[src/rtl/peak_window_sched.sv]
// Peak-magnitude window monitor for the DDC output lanes.
// Each lane registers |x| (one's-complement style) and tracks its running peak
// for the current window. At every window boundary all lane peaks are snapshotted
// and streamed out channel by channel over a valid/ready port.

// Per-lane magnitude register and peak accumulator.
module peak_window_lane #(
  parameter int DW = 32
) (
  input  logic          clk,
  input  logic          rst_n,
  input  logic          enable,
  input  logic [DW-1:0] x,
  input  logic          mvld,
  input  logic          strobe,
  output logic [DW-1:0] inner
);
  logic [DW-1:0] mag_d, mag_q;
  logic [DW-1:0] inner_d, inner_q;

  // Magnitude: invert the low bits of negative samples so the most negative code saturates.
  always_comb begin
    mag_d = x[DW-1] ? {1'b0, ~x[DW-2:0]} : x;
  end

  // Peak update; the boundary restarts the peak from this cycle's stage-1 sample.
  always_comb begin
    inner_d = inner_q;
    if (!enable)
      inner_d = '0;
    else if (strobe)
      inner_d = mvld ? mag_q : '0;
    else if (mvld && (mag_q > inner_q))
      inner_d = mag_q;
  end

  // Lane state registers.
  always_ff @(posedge clk or negedge rst_n) begin
    if (!rst_n) begin
      mag_q   <= '0;
      inner_q <= '0;
    end else begin
      mag_q   <= mag_d;
      inner_q <= inner_d;
    end
  end

  assign inner = inner_q;
endmodule

module peak_window_sched #(
  parameter int NCH   = 4,
  parameter int DW    = 32,
  parameter int WIN_W = 24,
  parameter int CH_W  = 2
) (
  input  logic              clk,
  input  logic              rst_n,
  input  logic              enable,
  input  logic [WIN_W-1:0]  win_len,
  input  logic [NCH*DW-1:0] din,
  input  logic              din_vld,
  output logic              win_pulse,
  output logic [DW-1:0]     pk_data,
  output logic [CH_W-1:0]   pk_ch,
  output logic              pk_vld,
  input  logic              pk_rdy,
  output logic              overrun
);
  typedef enum logic {IDLE = 1'b0, SEND = 1'b1} state_t;

  state_t                   state_q, state_d;
  logic [WIN_W-1:0]         cnt_q, cnt_d, len_q, len_d, len_eff, win_clamp;
  logic                     pulse_c, pulse_q, mvld_q, mvld_d;
  logic [NCH-1:0][DW-1:0]   inner, shadow_q, shadow_d;
  logic [CH_W-1:0]          ch_q, ch_d;
  logic                     overrun_q, overrun_d;
  logic                     strobe, hs, last;

  // Window timer: length is sampled at the start of each window, min 2.
  always_comb begin
    win_clamp = (win_len < WIN_W'(2)) ? WIN_W'(2) : win_len;
    len_eff   = (cnt_q == '0) ? win_clamp : len_q;
    pulse_c   = enable && (cnt_q == len_eff - WIN_W'(1));
    len_d     = (enable && cnt_q == '0) ? win_clamp : len_q;
    if (!enable || pulse_c)
      cnt_d = '0;
    else
      cnt_d = cnt_q + WIN_W'(1);
    mvld_d = enable & din_vld;
  end

  // Timer, pipelined valid and delayed boundary strobe.
  always_ff @(posedge clk or negedge rst_n) begin
    if (!rst_n) begin
      cnt_q   <= '0;
      len_q   <= '0;
      pulse_q <= 1'b0;
      mvld_q  <= 1'b0;
    end else begin
      cnt_q   <= cnt_d;
      len_q   <= len_d;
      pulse_q <= pulse_c;
      mvld_q  <= mvld_d;
    end
  end

  assign win_pulse = pulse_c;
  assign strobe    = pulse_q;

  genvar k;
  generate
    for (k = 0; k < NCH; k++) begin : g_lane
      peak_window_lane #(.DW(DW)) u_lane (
        .clk    (clk),
        .rst_n  (rst_n),
        .enable (enable),
        .x      (din[k*DW +: DW]),
        .mvld   (mvld_q),
        .strobe (strobe),
        .inner  (inner[k])
      );
    end
  endgenerate

  assign hs   = (state_q == SEND) && pk_rdy;
  assign last = (ch_q == CH_W'(NCH-1));

  // Readout state register.
  always_ff @(posedge clk or negedge rst_n) begin
    if (!rst_n) state_q <= IDLE;
    else        state_q <= state_d;
  end

  // Readout next state; a strobe on the final beat chains straight into a new frame.
  always_comb begin
    state_d = state_q;
    case (state_q)
      IDLE: if (strobe) state_d = SEND;
      SEND: if (hs && last && !strobe) state_d = IDLE;
      default: state_d = IDLE;
    endcase
  end

  // Snapshot capture, channel walk and sticky overrun.
  always_comb begin
    shadow_d  = shadow_q;
    ch_d      = ch_q;
    overrun_d = overrun_q;
    if (state_q == IDLE) begin
      if (strobe) begin
        shadow_d = inner;
        ch_d     = '0;
      end
    end else if (hs) begin
      if (last) begin
        ch_d = '0;
        if (strobe) shadow_d = inner;
      end else begin
        ch_d = ch_q + CH_W'(1);
      end
    end
    if ((state_q == SEND) && strobe && !(hs && last))
      overrun_d = 1'b1;
    if (!enable)
      overrun_d = 1'b0;
  end

  // Readout datapath registers.
  always_ff @(posedge clk or negedge rst_n) begin
    if (!rst_n) begin
      shadow_q  <= '0;
      ch_q      <= '0;
      overrun_q <= 1'b0;
    end else begin
      shadow_q  <= shadow_d;
      ch_q      <= ch_d;
      overrun_q <= overrun_d;
    end
  end

  // Outputs are forced to zero outside SEND so reset drops them immediately.
  always_comb begin
    pk_vld  = (state_q == SEND);
    pk_data = pk_vld ? shadow_q[ch_q] : '0;
    pk_ch   = pk_vld ? ch_q : '0;
    overrun = overrun_q;
  end
endmodule
[config.mk]
export PLATFORM = sky130hd
export DESIGN_NAME = peak_window_sched
export DESIGN_NICKNAME = d
export VERILOG_FILES = /design/src/rtl/peak_window_sched.sv
export SDC_FILE = /design/constraint.sdc
export NUM_CORES = 1
export LEC_CHECK = 0
export CORE_ASPECT_RATIO = 0.9
export CORE_MARGIN = 2
export CORE_UTILIZATION = 30
export CTS_CLUSTER_DIAMETER = 60
export DETAILED_ROUTE_END_ITERATION = 8
export GPL_ROUTABILITY_DRIVEN = 1
export GPL_TIMING_DRIVEN = 0
export PLACE_DENSITY = 0.54
export SETUP_SLACK_MARGIN = 0.2
export SLEW_MARGIN = 10
export SYNTH_ARGS = -nofsm -noshare
export SYNTH_HDL_FRONTEND = slang
export SYNTH_SLANG_ARGS = --single-unit
export TNS_END_PERCENT = 1
[constraint.sdc]
create_clock -name clk -period 9.4 [get_ports clk]
set_input_delay 2.82 -clock clk [delete_from_list [all_inputs] [get_ports clk]]
set_output_delay 2.82 -clock clk [all_outputs]
set_load 0.1 [all_outputs]
; ---- After elaboration in Yosys (flattened, before gate mapping)
; Index checks and enable logic that the tools add are counted.
[totals]
wordCells = 102
register_bits = 438
out_inout_bits = 37
input_bits = 157
[op_classes]
n_reduce_logical = 19
order_cmp = 6
mux = 40
n_eq_ne = 9
bitwise_logic = 6
n_addsub = 3
[ops]
columns = cell, n
row1 = 32-bit two-way mux, 18
row2 = 128-bit two-way mux, 4
row3 = 32-bit greater-than comparator, 4
row4 = 31-bit two-way mux, 4
row5 = 31-bit NOT, 4
row6 = 24-bit two-way mux, 3
row7 = 32-bit binary-select mux with 2-bit select, 1
row8 = 24-bit by 1-bit adder with 24-bit output (second input constant), 1
row9 = 24-bit equality test, 1
row10 = 24-bit zero test, 1
row11 = 24-bit by 2-bit less-than comparator with 1-bit output (second input constant), 1
row12 = 24-bit by 1-bit subtractor with 24-bit output (second input constant), 1
row13 = 3-bit by 1-bit != test with 1-bit output (second input constant), 4
row14 = 1-bit logical AND, 11
row15 = 2-bit two-way mux, 5
row16 = 2-bit by 1-bit != test with 1-bit output (second input constant), 3
row17 = 1-bit two-way mux, 4
row18 = 2-bit AND reduction, 2
row19 = 1-bit zero test, 3
row20 = 2-bit by 3-bit less-than comparator with 1-bit output (second input constant), 1
row21 = 2-bit by 1-bit adder with 2-bit output (second input constant), 1
row22 = 2-bit equality test (second input constant), 1
row23 = 1-bit case mux with 2 select lines, 1
row24 = 2-bit nonzero test, 1
row25 = 3 further kinds, 3

; ---- Depth between registers and ports, before layout
[logic_depth]
depth_word = 8
ltp_mapped = 23
depth_no_buf = 17

; ---- Hierarchy
; Synthesis repeated with hierarchy kept, for this count alone.
[unflattened]
hier_cells = 1968
area_unflattened_um2 = 22700.5
[modules_own_cells]
columns = module, area_per_inst_um2, cells_per_inst, n_inst, seq_area_each_um2
row1 = peak_window_lane, 3179.3, 287, 4, 1551.5
row2 = peak_window_sched, 9983.3, 820, 1, 4554.4

; ---- Worst setup path after synthesis
; Ideal clock, no wire load.
[synth_path]
kind = input to output
startpoint = input port win_len[22]
endpoint = output port win_pulse
path_stages = 14
t_arrival_ns = 9.377
path_buffers = 1
slack_ns = -2.797
t_required_ns = 6.580
path_cell_list = or4_1 nor3_1 nand2_1 a22oi_1 ha_1 or4b_2 clkbuf_1 nor4_1 a21oi_1 a2111oi_0 a31oi_1 or4_1 or2_2 nor4_1
[synth_between]
elab_chain_len = 6
[synth_lines]
columns = element, line
row1 = "start, declared", 60  ; input logic [WIN_W-1:0] win_len,
row2 = 24-bit by 2-bit less-than comparator with 1-bit output, 82  ; win_clamp = (win_len < WIN_W'(2)) ? WIN_W'(2) : win_len;
row3 = 24-bit two-way mux *, 82
row4 = 24-bit two-way mux *, 83  ; len_eff = (cnt_q == '0) ? win_clamp : len_q;
row5 = 24-bit by 1-bit subtractor with 24-bit output *, 84  ; pulse_c = enable && (cnt_q == len_eff - WIN_W'(1));
row6 = 24-bit equality test *, 84
row7 = 1-bit logical AND *, 84
row8 = "end, declared", 63  ; output logic win_pulse,
; Mark *: on every way between the ends. The rest lies on a longest branch, timed or not.

; ---- Worst setup path in the final report
[layout_path]
startpoint = input port win_len[16]
endpoint = output port win_pulse
; Same word-level chain as after synthesis.

==> impl_metrics.env <==
export IMPL_setup_worst_path_start_class="input port"
export IMPL_coreArea_mm2=0.0714
export IMPL_synth_top_cell_area_share_pct=49.4
export IMPL_grt_pass1_vias=16500
export IMPL_finalCritPeriodShare_pct=104
export IMPL_cap_violations=0
export IMPL_cts_num_sinks=426
export IMPL_synth_edff_count=0
export IMPL_route_detailed_drc=0
export IMPL_tritoncts_num_buffers=52
export IMPL_synth_area_top_cells="dfrtp_1 49%, ha_1 7.4%, mux2i_1 6.4%"
export IMPL_first_iter_violations=1003
export IMPL_grt_max_degree=112
export IMPL_cp_end_kind="primary output"
export IMPL_holdCritPathClass="reg -> reg"
export IMPL_drt_total_wl_mm=62.9
export IMPL_htreeDepth=2
export IMPL_wire_per_inst_um=19.1
export IMPL_fin_util_pct=37.5
export IMPL_dieArea_mm2=0.0741
export IMPL_finalSetupViolations=1
export IMPL_syn_nets=2320
export IMPL_io_pins=194
export IMPL_grt_first_pass_wirelength_mm=97.7
export IMPL_cell_internal_pwr_mw=3.73
export IMPL_fmax_mhz=102
export IMPL_power_frac_seq_pct=40.7
export IMPL_finalMaxSlewViolations=0
export IMPL_dp_hpwl_mm=48.0
export IMPL_yosysMostFrequentCell="dfrtp_1"
export IMPL_fin_crit_ns=9.80
export IMPL_rows=93
export IMPL_synthMuxAreaShare_pct=10.7
export IMPL_syn_to_final_growth_pct=24.2
export IMPL_antenna_cells=0
export IMPL_setup_slack_ns=-0.397
export IMPL_status="complete, but fails checks"
export IMPL_synth_top_area_cell="dfrtp_1"
export IMPL_dr_pass1_iters=5
export IMPL_cts_tree="yes"
export IMPL_antenna_found_initial=1
export IMPL_synthCells=2035
export IMPL_cellLeakagePower_nw=12.0
export IMPL_synth_compound_area_share_pct=8.54
export IMPL_layout_drive_gt1_share_pct=9.22
export IMPL_yosysSeqAreaShare_pct=49.4
export IMPL_hold_viol=0
export IMPL_finalNonFillerCells=3292
export IMPL_critPathKind="in -> out"
export IMPL_switching_share_pct=29.5
export IMPL_die_h_um=258
export IMPL_synth_seq_cells=426
export IMPL_grt_total_usage_pct=17.1
export IMPL_skew_ns=0.0365
export IMPL_via_count=15600
export IMPL_violations="setup timing"
export IMPL_power_density_mw_per_mm2=197
export IMPL_p_clk_share_pct=38.9
export IMPL_tightest_slew_ns=1.17
export IMPL_yosysWarnings=0
export IMPL_nNetsFinal=2584
export IMPL_die_w_um=287
export IMPL_root_buffer="clkbuf_16"
export IMPL_worst_ep_arrival_time_ns=6.98
export IMPL_place_congestion=0.895
export IMPL_cp_max_fo=6
export IMPL_clk_latency_ns=0.62
export IMPL_post_drt_via_cell_ratio=4.75
export IMPL_synthSimpleGateAreaFrac_pct=11.8
export IMPL_start_util_pct=30.2
export IMPL_syn_mean_instance_area_um2=10.6
export IMPL_synth_cell_types=68
export IMPL_clock_path_buffers=3
export IMPL_gr_total_overflow=0
export IMPL_ir_worst_vdd_v=0.000134
export IMPL_synth_xor_area_share_pct=7.63
export IMPL_async_flop_share_pct=100
export IMPL_synthAdderAreaFrac_pct=7.42
export IMPL_required_ns=6.58
export IMPL_slew_headroom_pct=21.8
export IMPL_port_buffers=188
export IMPL_power_share_combinational_pct=20.4
export IMPL_power_switching_mw=1.56
export IMPL_postRouteAntennaNets=0
export IMPL_synth_area_mm2=0.0216
export IMPL_cts_reportedPaths_clkPinSlew_ns=0.06
export IMPL_rsz0062_at_grt="yes"
export IMPL_yosys_top_cells_count="426 x dfrtp_1, 297 x nand2_1, 157 x o21ai_0"
export IMPL_synth_top_family_by_area="simple AND/OR/NAND/NOR gates"
export IMPL_place_inst=3177
export IMPL_synthFlopType="dfrtp_1"
==> final timing paths <==
kind                            cells past startpoint                      from                                  end  slack [ns]
worst max-delay path                               17               win_len[16]                            win_pulse       -0.40
worst min-delay path                                2  shadow_q[38]$_DFFE_PN0P_             shadow_q[38]$_DFFE_PN0P_        0.48
worst max register to register                     22        cnt_q[0]$_DFF_PN0_                   cnt_q[0]$_DFF_PN0_        3.80
worst min register to register                      2  shadow_q[38]$_DFFE_PN0P_             shadow_q[38]$_DFFE_PN0P_        0.48
max in group asynchronous                           3                     rst_n  g_lane[3].u_lane.mag_q[6]$_DFF_PN0_        5.90
min in group asynchronous                           1                     rst_n  g_lane[2].u_lane.mag_q[5]$_DFF_PN0_        2.12
==> power groups by stage <==
stage          registers [mW]  clock network, mW  logic [mW]
6_report                 2.15               2.05        1.08
5_1_grt                  2.17               2.18        1.23
4_1_cts                  2.15               2.11        1.08
3_5_place_dp             2.18                  0        1.06
3_3_place_gp             2.19                  0        1.03
2_1_floorplan            2.14                  0       0.710
==> metrics by stage <==
stage                     setup TNS (ns)  power (mW)  setup WS, ns  instance area, µm²  hold WS (ns)
after global placement          -5719.61        3.22        -13.49               24800         0.459
final                             -0.397        5.28        -0.397               26800         0.479
after floorplan                   -0.501        2.85        -0.501               21700         0.445
after global routing              -0.555        5.58        -0.555               26800         0.511
after CTS                         -0.428        5.34        -0.428               26800         0.483
after detailed placement           -1.99        3.24         -1.99               24900         0.469
==> worst max-delay path, cell delays in order <==
cell           delay (ns)
dlygate4sd2_1        0.28
or3_4                0.35
and4b_2              0.35
nand2_2              0.08
a22oi_2              0.17
ha_2                 0.23
or4b_4               0.47
clkbuf_16            0.18
nor4_4               0.13
xnor2_1              0.14
mux2i_1              0.12
xnor2_1              0.23
nand4_1              0.13
or4_4                0.51
or2_4                0.25
nor4_4               0.23
buf_6                0.28
==> flip-flops by register name, summed over array words and instances (netlist names) <==
| signal | cells |
|---|---|
| g_lane.u_lane.mag_q | 124 |
| shadow_q | 124 |
| mvld_q | 1 |
| pulse_q | 1 |
| g_lane.u_lane.inner | 124 |
| len_q | 24 |
| overrun | 1 |
| cnt_q | 24 |
| ch_q | 2 |
| pk_vld | 1 |
==> per-layer routing <==
metal  track usage [%]  up-vias  share of wire [%]
li1                  -     7443                  -
met1              23.4     7712                 46
met2              27.7      378                 46
met3              2.73      111                4.9
met4              5.87        2                3.3
met5                 0        -              0.021
==> placed cells by master (no fill, tap or decap), types with 43 or more instances in the layout <==
master	netlist	routed
clkbuf_1	83	95
mux2i_1	137	137
dfrtp_1	426	426
inv_1	141	141
xor2_1	146	146
nand2_1	297	296
a21oi_1	44	43
o21ai_0	157	156
clkbuf_16	0	53
nor2_1	67	67
ha_1	128	127
clkdlybuf4s50_1	0	163
==> cells by family (layout without fill, tap and decap cells) <==
kind of cell / after synthesis / in the layout
compound gates: 300 / 300
xor+xnor: 188 / 188
other cells: 1 / 1
simple gates: 553 / 553
buf+inv: 250 / 557
fa+ha+maj: 128 / 128
mux: 189 / 189
flops: 426 / 426
==> layout make-up <==
cell class | instances | area (µm²)
Fill cell | 7072 | 44600
Sequential cell | 426 | 10700
Multi-Input combinational cell | 1359 | 10100
Timing Repair Buffer | 210 | 2100
Clock buffer | 73 | 1450
Tap cell | 950 | 1190
Inverter | 141 | 529
Buffer | 109 | 478
Clock inverter | 24 | 309
==> repair_timing <==
item / CTS / global route
setup buffers: 17 / 1
resized for setup: 70 / 6
setup endpoints to repair: 1 / 1
hold buffers: 0 / 0
cloned: 0 / 0
pin swaps: 16 / 2
Power figures use the tool's default switching activity.
==> edit 1: new RTL, config.mk and constraints unchanged <==
The parameter `WIN_W` goes from 24 to 48.
--- a/src/rtl/peak_window_sched.sv
+++ b/src/rtl/peak_window_sched.sv
@@ -51,7 +51,7 @@
 module peak_window_sched #(
   parameter int NCH   = 4,
   parameter int DW    = 32,
-  parameter int WIN_W = 24,
+  parameter int WIN_W = 48,
   parameter int CH_W  = 2
 ) (
   input  logic              clk,
Interface: changed (resized win_len); port bits go from 194 to 218. No check against the original RTL was run, so the function may have changed too.
==> edit 1 against the original RTL <==
The run still ends with setup timing left; wire length rose by 23%; sequential cell count rose by 48; synthesized cell count rose by 21%; count of clock-buffer cells in the layout did not move; non-clock buffer count rose by 44; total power rose by 9.7%; design area rose by 17%; area after synthesis rose by 18%; setup slack got worse by 800 ps.
==> edit 1: results <==
group,metric,value,unit
timing,skew,47.7,ps
yosys,synthAdderAreaFrac,0.0630,
worst_setup_path,slowest_delay,530,ps
power,power_combinational,1.13,mW
placed_design,port-buffer-count,212,
worst_setup_path,cp_max_fo,7,
placed_design,place_congestion,0.906,
detailed_routing,drt-met1-wl,38.1,mm
yosys,synthMuxAreaShare,0.111,
min_path,hold_end,"shadow_q[92]",
detailed_routing,drtIter0Drc,1433,
detailed_routing,wl_met2,32.8,mm
timing,final.setup.worst_slack,-1200,ps
global_routing,grt_max_degree,106,
clock_network,cts_buffers,55,
global_routing,gr-usage-met1,0.261,
power,peakVddDrop,0.164,mV
worst_setup_path,crit_arrival,7780,ps
run_status,status,"finished with violations",
yosys,ys_seq_area_frac,0.466,
global_routing,grt_pass1_wl,117,mm
timing,setup_viol,1,
yosys,ys_top_cells_by_count,"dfrtp_1, nand2_1, o21ai_0",
global_routing,grt_usage,0.176,
run_status,violations,"setup timing",
worst_setup_path,reg2reg_depth,28,
cells_and_area,drive_gt1_frac,0.106,
timing,slew_headroom,0.272,
power,powerSeq,2.37,mW
-- edit 1: cell count changes in the layout (fill, tap and decap cells not counted), moves of 25 or more --
| cell | before | now |
|---|---|---|
| dfrtp_1 | 426 | 474 |
| mux2_2 | 21 | 54 |
| nand3_1 | 28 | 65 |
| nand4_1 | 24 | 50 |
| nor2_1 | 67 | 113 |
| o21ai_0 | 156 | 181 |
| xor2_1 | 146 | 171 |
-- edit 1: what timing repair did --
item | CTS | global route
buffers inserted | 17 | 2
hold buffers | 0 | 0
hold endpoints to repair | 0 | 0
endpoints found under the setup margin | 1 | 1
resized for setup | 157 | 19
pin swaps | 23 | 8
-- edit 1: layout make-up --
class | count | area [um^2]
fillers | 8441 | 52700
repair buffers | 235 | 2300
well taps | 1133 | 1420
clock buffers | 73 | 1540
multi-input cells | 1724 | 12800
flip-flops and latches | 474 | 11900
plain buffers | 128 | 546
clock inverters | 29 | 417
inverters | 145 | 544
-- edit 1: per-stage QoR --
step,cell area [um^2],utilization,setup TNS [ps],setup WS (ps),cells
2_1_floorplan,25500,-,-468,-468,2471
3_3_place_gp,29100,0.346,-7791540,-16500,3816
3_5_place_dp,29200,0.347,-3530,-3530,3820
4_1_cts,31400,0.373,-1120,-1120,3939
5_1_grt,31400,0.374,-1290,-1290,3941
6_report,31400,0.374,-1200,-1200,3941
-- edit 1: kinds of logic (layout without fill, tap and decap cells) --
| logic type | after synthesis | after routing |
|---|---|---|
| adders and majority gates | 128 | 128 |
| DFF | 474 | 474 |
| other | 1 | 1 |
| buffers and inverters | 273 | 610 |
| xor gates and xnor gates | 238 | 238 |
| muxes | 234 | 234 |
| AOI/OAI and AO/OA | 354 | 354 |
| and+or+nand+nor | 769 | 769 |
==> edit 2: new RTL, config.mk and constraints unchanged <==
Without the edit above. Reset style: synchronous (`rst_n`), changed in 4 clocked blocks.
--- a/src/rtl/peak_window_sched.sv
+++ b/src/rtl/peak_window_sched.sv
@@ -35,7 +35,7 @@
   end
 
   // Lane state registers.
-  always_ff @(posedge clk or negedge rst_n) begin
+  always_ff @(posedge clk) begin
     if (!rst_n) begin
       mag_q   <= '0;
       inner_q <= '0;
@@ -91,7 +91,7 @@
   end
 
   // Timer, pipelined valid and delayed boundary strobe.
-  always_ff @(posedge clk or negedge rst_n) begin
+  always_ff @(posedge clk) begin
     if (!rst_n) begin
       cnt_q   <= '0;
       len_q   <= '0;
@@ -127,7 +127,7 @@
   assign last = (ch_q == CH_W'(NCH-1));
 
   // Readout state register.
-  always_ff @(posedge clk or negedge rst_n) begin
+  always_ff @(posedge clk) begin
     if (!rst_n) state_q <= IDLE;
     else        state_q <= state_d;
   end
@@ -167,7 +167,7 @@
   end
 
   // Readout datapath registers.
-  always_ff @(posedge clk or negedge rst_n) begin
+  always_ff @(posedge clk) begin
     if (!rst_n) begin
       shadow_q  <= '0;
       ch_q      <= '0;
Function: differs if rst_n is asserted again (counterexample within 4 cycles, from zero or initial values and one cycle with rst_n low); with rst_n held inactive, the same outputs for 4 cycles.
==> edit 2 against the original RTL <==
Sequential cell count is the same; first-iteration DRC count up 3.0%; design area is essentially flat; count of clock-buffer cells in the layout down 9; global-route usage up 0.14 points; setup slack better by 400 ps; critical path depth is the same; critical path type unchanged; sequential share of layout area is 7.9 points lower; via count up 8.9%; area after synthesis decreased by 0.25%; wire length increased by 3.8%.
Power is not compared: it rests on default switching activity, and its combinational part moved more than twofold at a synthesized area within 25%.
==> edit 2: results <==
group,metric,value,unit
yosys,ys_seq_area_frac,0.396,
cells_and_area,diodes,1,
detailed_routing,num_vias,17000,
yosys,syn_nets,2644,
cells_and_area,final-clk-cell-share,0.0674,
yosys,synth_cell_types,79,
placed_design,dpl.hpwl,51.0,mm
cells_and_area,drive_gt1_frac,0.0895,
worst_setup_path,reg2reg_from,"cnt_q[0]",
cells_and_area,num-nonclk-buffers,347,
cells_and_area,multi_input_gates,1653,
global_routing,gr-usage-met1,0.256,
cells_and_area,fin_nets,2907,
yosys,ys_top_cells_by_count,"dfxtp_1, nand2_1, and2_1",
cells_and_area,regArea,0.00853,mm^2
cells_and_area,multi_input_area,0.0121,mm^2
cells_and_area,nClkBuffers,64,
cells_and_area,fill_cells,7093,
detailed_routing,wl_per_cell,18.1,um
yosys,synthTopCellsByArea,"dfxtp_1, ha_1, mux2i_1",
worst_setup_path,crit_start,"win_len[19]",
global_routing,grt_usage,0.173,
detailed_routing,drt-met1-wl,32.9,mm
run_status,status,"complete, no violations",
detailed_routing,drtIter0Drc,1033,
placed_design,place_congestion,0.870,
global_routing,grt.met2_usage,0.257,
worst_setup_path,cp_max_fo,4,
clock_network,cts_buffers,50,
-- edit 2: cell types whose count changed after synthesis, moves of 12 or more --
cell and change:
nor2_1 +92, mux2_2 -18, nor3_2 +21, o21ai_0 -136, clkbuf_1 +25, dfxtp_1 +426, a21o_1 +12, and2_1 +124
nand2_1 +30, dfrtp_1 -426, a21boi_0 +142
-- edit 2: critical path: cells and delay by family --
family / cells / cell delay (ps)
muxes: 1 / 200
xor gates and xnor gates: 1 / 140
AOI/OAI and AO/OA: 2 / 440
buffers and inverters: 3 / 520
and+or+nand+nor: 9 / 2240
adders and majority gates: 1 / 180
-- edit 2: kinds of logic (layout without fill, tap and decap cells) --
logic type	count (synthesis)	after routing	synth area share
AO/OA/AOI/OAI	331	331	0.110
XOR/XNOR	182	182	0.0744
adder cells (fa/ha/maj)	128	128	0.0744
buffers and inverters	280	581	0.0523
flip-flops	426	426	0.396
multiplexers	170	170	0.0974
other	1	2	0.000174
AND/OR/NAND/NOR	841	841	0.196
-- edit 2: final timing paths --
kind	endpoint	slack, ps	cells past startpoint
worst max-delay path	win_pulse	2	17
worst min-delay path	shadow_q[126]	460	2
worst max register to register	cnt_q[10]	4420	20
worst min register to register	shadow_q[126]	460	2
-- edit 2: through the flow --
step / cells / cell area (um^2)
2_1_floorplan: 2359 / 21600
3_3_place_gp: 3495 / 24600
3_5_place_dp: 3495 / 24600
4_1_cts: 3602 / 26600
5_1_grt: 3610 / 26800
6_report: 3611 / 26800
-- edit 2: timing repair --
item / in CTS / in global routing
hold buffers: 0 / 0
pin swaps: 16 / 14
buffers inserted: 17 / 8
gates resized for setup: 86 / 17
endpoints found under the setup margin: 1 / 1
